==> src/rtl/instr_fetch_stage_pkg.sv <==
// Shared definitions for the fetch stage: IR field positions, fetch state encoding
// and the default PC increment.
package instr_fetch_stage_pkg;

  typedef enum logic [1:0] {
    ST_IDLE  = 2'd0,
    ST_REQ   = 2'd1,
    ST_HOLD  = 2'd2,
    ST_DRAIN = 2'd3
  } fetch_state_e;

  localparam int OP_HI   = 31;
  localparam int OP_LO   = 26;
  localparam int RS_HI   = 25;
  localparam int RS_LO   = 21;
  localparam int RT_HI   = 20;
  localparam int RT_LO   = 16;
  localparam int RD_HI   = 15;
  localparam int RD_LO   = 11;
  localparam int FUNC_HI = 5;
  localparam int FUNC_LO = 0;
  localparam int IMM_HI  = 15;
  localparam int IMM_LO  = 0;

  localparam int PC_STEP_DEFAULT = 4;

endpackage

==> src/rtl/instr_fetch_stage_pc_register.sv <==
// Program counter with asynchronous reset; a load (redirect) overrides an
// increment (accepted fetch).
module instr_fetch_stage_pc_register #(
  parameter int              PC_W     = 32,
  parameter logic [PC_W-1:0] RESET_PC = '0,
  parameter int              PC_STEP  = 4
) (
  input  logic            clk_i,
  input  logic            rst_i,
  input  logic            load_i,
  input  logic [PC_W-1:0] load_pc_i,
  input  logic            inc_i,
  output logic [PC_W-1:0] pc_o
);

  logic [PC_W-1:0] pc_d, pc_q;

  always_comb begin
    pc_d = pc_q;
    if (load_i)
      pc_d = load_pc_i;
    else if (inc_i)
      pc_d = pc_q + PC_W'(PC_STEP);
  end

  always_ff @(posedge clk_i or posedge rst_i) begin
    if (rst_i) pc_q <= RESET_PC;
    else       pc_q <= pc_d;
  end

  assign pc_o = pc_q;

endmodule

==> src/rtl/instr_fetch_stage.sv <==
// Fetch stage: issues imem reads at the PC, latches the returned word into the IR
// and presents its fields to decode; branch/jump redirects take priority.
module instr_fetch_stage
  import instr_fetch_stage_pkg::*;
#(
  parameter int              PC_W     = 32,
  parameter logic [PC_W-1:0] RESET_PC = '0,
  parameter int              PC_STEP  = PC_STEP_DEFAULT
) (
  input  logic            clk_i,
  input  logic            rst_i,
  input  logic            en_i,
  output logic            imem_req_o,
  output logic [PC_W-1:0] imem_addr_o,
  input  logic            imem_ack_i,
  input  logic [31:0]     imem_rdata_i,
  input  logic            redirect_i,
  input  logic [PC_W-1:0] redirect_pc_i,
  input  logic            dec_ready_i,
  output logic            ir_valid_o,
  output logic [PC_W-1:0] pc_out_o,
  output logic [5:0]      opa_o,
  output logic [5:0]      funca_o,
  output logic [4:0]      rs_o,
  output logic [4:0]      rt_o,
  output logic [4:0]      rd_o,
  output logic [15:0]     imm_o
);

  fetch_state_e    state_q;
  logic [31:0]     ir_q;
  logic [PC_W-1:0] pc_out_q, drain_addr_q, pc;
  logic            ir_valid_q, req_q;
  logic            pc_inc;
  logic [PC_W-1:0] load_pc;

  assign load_pc = redirect_pc_i & ~PC_W'(3);
  assign pc_inc  = (state_q == ST_REQ) && imem_ack_i && !redirect_i;

  instr_fetch_stage_pc_register #(
    .PC_W     (PC_W),
    .RESET_PC (RESET_PC),
    .PC_STEP  (PC_STEP)
  ) u_pc (
    .clk_i     (clk_i),
    .rst_i     (rst_i),
    .load_i    (redirect_i),
    .load_pc_i (load_pc),
    .inc_i     (pc_inc),
    .pc_o      (pc)
  );

  always_ff @(posedge clk_i or posedge rst_i) begin
    if (rst_i) begin
      state_q      <= ST_IDLE;
      ir_q         <= '0;
      pc_out_q     <= '0;
      drain_addr_q <= '0;
      ir_valid_q   <= 1'b0;
      req_q        <= 1'b0;
    end else begin
      case (state_q)
        ST_IDLE: begin
          if (en_i) begin
            state_q <= ST_REQ;
            req_q   <= 1'b1;
          end
        end
        ST_REQ: begin
          if (redirect_i) begin
            if (imem_ack_i) begin
              state_q <= en_i ? ST_REQ : ST_IDLE;
              req_q   <= en_i;
            end else begin
              // the outstanding read must finish at its original address
              state_q      <= ST_DRAIN;
              drain_addr_q <= pc;
            end
          end else if (imem_ack_i) begin
            ir_q       <= imem_rdata_i;
            pc_out_q   <= pc;
            ir_valid_q <= 1'b1;
            state_q    <= ST_HOLD;
            req_q      <= 1'b0;
          end
        end
        ST_HOLD: begin
          if (redirect_i || dec_ready_i) begin
            ir_valid_q <= 1'b0;
            state_q    <= en_i ? ST_REQ : ST_IDLE;
            req_q      <= en_i;
          end
        end
        ST_DRAIN: begin
          if (imem_ack_i) begin
            state_q <= en_i ? ST_REQ : ST_IDLE;
            req_q   <= en_i;
          end
        end
      endcase
    end
  end

  assign imem_req_o  = req_q;
  assign imem_addr_o = (state_q == ST_DRAIN) ? drain_addr_q : pc;
  assign ir_valid_o  = ir_valid_q;
  assign pc_out_o    = pc_out_q;
  assign opa_o       = ir_q[OP_HI:OP_LO];
  assign funca_o     = ir_q[FUNC_HI:FUNC_LO];
  assign rs_o        = ir_q[RS_HI:RS_LO];
  assign rt_o        = ir_q[RT_HI:RT_LO];
  assign rd_o        = ir_q[RD_HI:RD_LO];
  assign imm_o       = ir_q[IMM_HI:IMM_LO];

endmodule
==> config.mk <==
export PLATFORM = sky130hd
export DESIGN_NAME = instr_fetch_stage
export DESIGN_NICKNAME = d
export VERILOG_FILES = /design/src/rtl/instr_fetch_stage_pkg.sv /design/src/rtl/instr_fetch_stage_pc_register.sv /design/src/rtl/instr_fetch_stage.sv
export SDC_FILE = /design/constraint.sdc
export NUM_CORES = 1
export LEC_CHECK = 0
export BUFFER_PORTS_ARGS = -buffer_cell sky130_fd_sc_hd__buf_2
export CORE_MARGIN = 2
export CORE_UTILIZATION = 40
export CTS_CLUSTER_DIAMETER = 200
export DETAILED_ROUTE_END_ITERATION = 6
export PLACE_DENSITY_LB_ADDON = 0.05
export SLEW_MARGIN = 25
export SYNTH_ARGS = -nofsm -noshare
export SYNTH_HDL_FRONTEND = slang
export SYNTH_SLANG_ARGS = --single-unit
==> constraint.sdc <==
create_clock -name clk_i -period 4.77 [get_ports clk_i]
set_input_delay 0.954 -clock clk_i [delete_from_list [all_inputs] [get_ports clk_i]]
set_output_delay 0.954 -clock clk_i [all_outputs]
set_load 0.02 [all_outputs]
## Word level (Yosys, flattened, before mapping)

Cells that the tools add are included.

- Register bits: 132
- Input bits: 70
- Word-level logic and storage cells: 52

- Add/sub/neg operators: 1
- Equality and inequality tests: 9
- Mux-type cells: 21
- Bitwise gates (word level): 2
- Reduce and logical (&&, ||, !) cells: 12

Operator list:

| operator | number |
|---|---|
| $mux W32 | 3 |
| $add A32 B3 Y32 const B | 1 |
| $mux W2 | 6 |
| $ne A2 B2 Y1 const B | 5 |
| $mux W1 | 9 |
| $reduce_and A3 Y1 | 3 |
| $pmux W2 S4 | 1 |
| $reduce_and A4 Y1 | 2 |
| $eq A2 B2 Y1 const B | 2 |
| $pmux W1 S4 | 1 |
| $reduce_bool A2 Y1 | 2 |
| $ne A3 B3 Y1 const B | 1 |
| $eq A2 B1 Y1 const B | 1 |
| $logic_and A1 B1 Y1 | 2 |
| $logic_not A2 Y1 | 1 |
| $not A1 Y1 | 2 |
| $pmux W1 S2 | 1 |
| $logic_not A1 Y1 | 1 |
| $logic_or A1 B1 Y1 | 1 |

## Longest topological paths before layout

- Word-level depth: 5
- Mapped depth: 7
- Depth with buffers taken out: 5

## Modules after synthesis

A second synthesis with hierarchy kept.

- Cell total of the unflattened synthesis: 487
- Area, all modules: 6198.4 sq um

By module, submodules not included:

| module | times used | cells each | area each (sq um) | sequential area each (sq um) |
|---|---|---|---|---|
| instr_fetch_stage | 1 | 284 | 4349.2 | 2502.4 |
| instr_fetch_stage_pc_register | 1 | 203 | 1849.3 | 800.8 |

## Worst setup path after synthesis

Ideal clock, no wire load.

- Kind: input to register
- From: in redirect_i
- To: reg drain_addr_q[10]
- Library setup time: 0.125 ns
- Data arrival time: 2.408 ns
- Required time: 4.645 ns
- Slack: 2.237 ns
- Cell stages on the path: 5
- Path buffers: 2
- Cell sequence: clkbuf_1 inv_1 nor4b_1 clkbuf_1 mux2_2

- Word-level cells in the longest chain between the ends: 1

Ends and longest elaborated chain:

| what | line | source |
|---|---|---|
| start, declared | instr_fetch_stage.sv:17 | `input logic redirect_i,` |
| $reduce_and A3 Y1 (no source line) | - |  |
| end signal, assigned | instr_fetch_stage.sv:77 | `drain_addr_q <= pc;` |
| end, declared | instr_fetch_stage.sv:32 | `logic [PC_W-1:0] pc_out_q, drain_addr_q, pc;` |

Every way passes these cells.
A chain may end at the register's enable or synchronous reset.

## Final worst setup path

- From: reg state_q[0]
- To: out imem_addr_o[2]

- Word-level cells in the longest chain between the ends: 2

Ends and longest elaborated chain:

| what | line | source |
|---|---|---|
| start, declared | instr_fetch_stage.sv:30 | `fetch_state_e state_q;` |
| start signal, assigned | instr_fetch_stage.sv:72 | `state_q <= en_i ? ST_REQ : ST_IDLE;` |
| start signal, assigned | instr_fetch_stage.sv:90 | `state_q <= en_i ? ST_REQ : ST_IDLE;` |
| start signal, assigned | instr_fetch_stage.sv:96 | `state_q <= en_i ? ST_REQ : ST_IDLE;` |
| $eq A2 B2 Y1 | instr_fetch_stage.sv:105 | `assign imem_addr_o = (state_q == ST_DRAIN) ? drain_addr_q : pc;` |
| $mux W32 | instr_fetch_stage.sv:105 |  |
| end, declared | instr_fetch_stage.sv:14 | `output logic [PC_W-1:0] imem_addr_o,` |

Every way passes these cells.

==> run summary <==
status -> finished, final reports clean
Cell Area, Synth -> 0.005873 mm2
total CTS buffers -> 17
Setup crit start kind -> flip-flop
register bit count reported by yosys -> 126
CP required -> 3.82 ns
max_cap viols -> 0
Final setup viols -> 0
dominant synthesized flop cell -> dfrtp_1
die width -> 125.2 um
VDD IR max -> 0.2526 mV
Synth Instances -> 478
Synth cell types -> 44
via count -> 4,292
average size of a mapped cell -> 12.29 um2
maximum fanout along the worst path -> 18
largest net degree at the start of global routing -> 102
core area -> 0.01442 mm2
Tmin final -> 3.313 ns
# H-tree levels -> 4
router iterations before antenna repair -> 4
Post-Place Worst Slack -> 1.594 ns
fin. max-slew vios -> 0
post-route setup slack -> 1.457 ns
final hold viol count -> 0
setup bufs post-CTS -> 0
crit path cell chain -> nand2_1 > buf_4 > mux2_2 > buf_2
CP max stage delay -> 0.51 ns
Worst Skew -> 0.006696 ns
Storage cell area -> 0.003153 mm2
Root Driver -> clkbuf_16
DRC viols -> 0
final WL -> 13.68 mm
family with the most delay on the worst path -> buffers and inverters
FFs w/ async S/R, synth -> 100.0%
Leakage Power -> 3.358 nW
clock transition at the registers of the reported paths -> 0.05 ns
Hold Crit Class -> flip-flop to flip-flop
YS warnings -> 0
number of synthesized flops with an enable pin -> 0
unrepaired setup endpoints after global routing -> no
post-detailed-route count of antenna-violating nets -> 0
initial core utilization -> 40.72%
Slew @ Worst Pin -> 0.7730 ns
crit path kind -> flip-flop to output port
area grow syn2layout -> 25.99%
Seq/Total Area, Yosys -> 53.69%
Sink Count -> 126
hold-fix buffer count after cts -> 0
fillers -> 1,315
Clock Tree Buf Depth -> 2
first-pass GRT wire length -> 22.84 mm
CTS tree -> built
sum of negative setup slack -> 0 ns
GRT Util Overall -> 18.44%
clk_lat worst skew -> 0.41 ns
Multi-input gate area -> 0.002482 mm2
Final #Nets -> 707
Iter 0 DRT Violations -> 115
DIE HEIGHT -> 125.2 um
DPL Wire Length -> 9.369 mm
row count -> 44
vias in the first global route -> 4,351
Rel. slew slack -> 48.47%
CP endpoint kind -> output port
WP buf/inv -> 2
initial antenna violation count -> 1
fmax -> 301.8 MHz
Final Cycle Share -> 69.46%
Cell Pwr Density -> 527.9 mW/mm2
PortBufs -> 172
die area -> 0.01567 mm2
Crit-path slowest cell -> nand2_1
per-cell routed wire length -> 16.51 um
GPL Wtd Cong -> 0.7441
I/O Pins -> 179
Resized Gates After CTS -> 0
gr ovfl total -> 0
crit path DAT -> 2.36 ns
share of cells above drive strength 1 -> 51.71%
Vias/cell -> 5.177
registers in the layout, summed over array words and instances (netlist names):
| signal | count |
|---|---|
| imem_req_o | 1 |
| u_pc.pc_o | 30 |
| state_q | 2 |
| pc_out_o | 30 |
| drain_addr_q | 30 |
| ir_q | 32 |
| ir_valid_o | 1 |
cell type report:
type / count / area share, %
Clock inverter: 1 / 0.4058
Sequential cell: 126 / 42.61
Timing Repair Buffer: 181 / 12.99
Clock buffer: 26 / 6.882
Inverter: 7 / 0.4227
Tap cell: 184 / 3.111
Multi-Input combinational cell: 303 / 33.55
Antenna cell: 1 / 0.03382
metrics by stage:
stage | total power, mW | instance area [um2] | instances | hold slack, ns | util, %
final | 3.906 | 7400 | 829 | 0.4979 | 51.30
after detailed placement | 2.741 | 6810 | 799 | 0.4900 | 47.22
after global placement | 2.711 | 6810 | 799 | 0.4840 | 47.22
after floorplan | 2.378 | 5884 | 481 | 0.4767 | -
after CTS | 3.959 | 7350 | 826 | 0.5023 | 50.95
after global routing | 4.113 | 7397 | 828 | 0.5077 | 51.28
path summary, 6_finish.rpt:
check,startpoint,end,slack [ns],cells past startpoint
max in group asynchronous,rst_i,u_pc.pc_o[21],3.22,4
hold / removal,pc_out_o[8],pc_out_o[8],0.50,1
hold reg to reg,pc_out_o[8],pc_out_o[8],0.50,1
setup reg to reg,u_pc.pc_o[3],u_pc.pc_o[20],2.28,5
setup / recovery,state_q[0],imem_addr_o[2],1.46,4
min in group asynchronous,rst_i,ir_q[12],0.52,2
power by group:
group | leakage (nW) | internal (mW) | switching, mW
Clock | 0.264 | 0.771 | 0.429
Sequential | 1.50 | 1.38 | 0.184
Combinational | 1.60 | 0.504 | 0.640
layer usage:
metal / global-route usage (%) / wire length, um / vias to the layer above
li1: - / - / 2044
met2: 28.93 / 6383 / 133
met1: 24.60 / 6260 / 2096
met3: 5.135 / 770 / 19
met5: 0 / 0 / -
met4: 6.732 / 269 / 0
cell usage after synthesis, types with 3 or more instances:
cell	n	area share, %
a31oi_1	11	1.2
dfrtp_1	126	54
nor4b_1	3	0.45
o211ai_1	5	0.64
nand4_1	5	0.53
a21oi_1	4	0.34
nand3_1	13	1.1
and4_1	4	0.60
o21ai_0	15	1.3
xnor2_1	8	1.2
buf_2	3	0.26
or3_1	4	0.43
clkbuf_1	25	1.6
nor2_1	22	1.4
o31ai_1	8	1.0
nand2_1	29	1.9
mux2_2	122	23
or4_1	14	1.8
nor4_1	5	0.53
inv_1	7	0.45
nor3_1	3	0.26
nand2b_1	3	0.32
buf_4	15	1.9
cells by family (layout without fill, tap and decap cells):
logic type	Yosys count	in the layout	share of synthesized area, %
muxes	123	123	23.56
and+or+nand+nor	113	113	10.76
buffers and inverters	52	215	4.474
DFF	126	126	53.69
other	1	5	0.06385
AOI/OAI and AO/OA	52	52	5.752
xor gates and xnor gates	10	10	1.491
adders and majority gates	1	1	0.2130
placed cells by master, fill, tap and decap left out, types with 2 or more instances in the layout:
cell type,instances
o21ai_0,15
nor2_1,21
nor4b_1,2
or4_1,14
conb_1,4
nand4_1,5
o31ai_1,8
dfrtp_1,126
and4_1,4
nor3_1,3
a31oi_1,11
inv_1,6
nand2b_1,3
nor4_1,5
buf_4,7
o211ai_1,5
xor2_1,2
clkbuf_8,5
buf_2,172
a21oi_1,4
clkbuf_16,17
nand3_1,13
a211o_1,2
and3_1,2
clkbuf_1,4
xnor2_1,8
or3_1,4
nand2_1,29
mux2_2,122
Note: power is estimated with default switching activity, not from simulation.
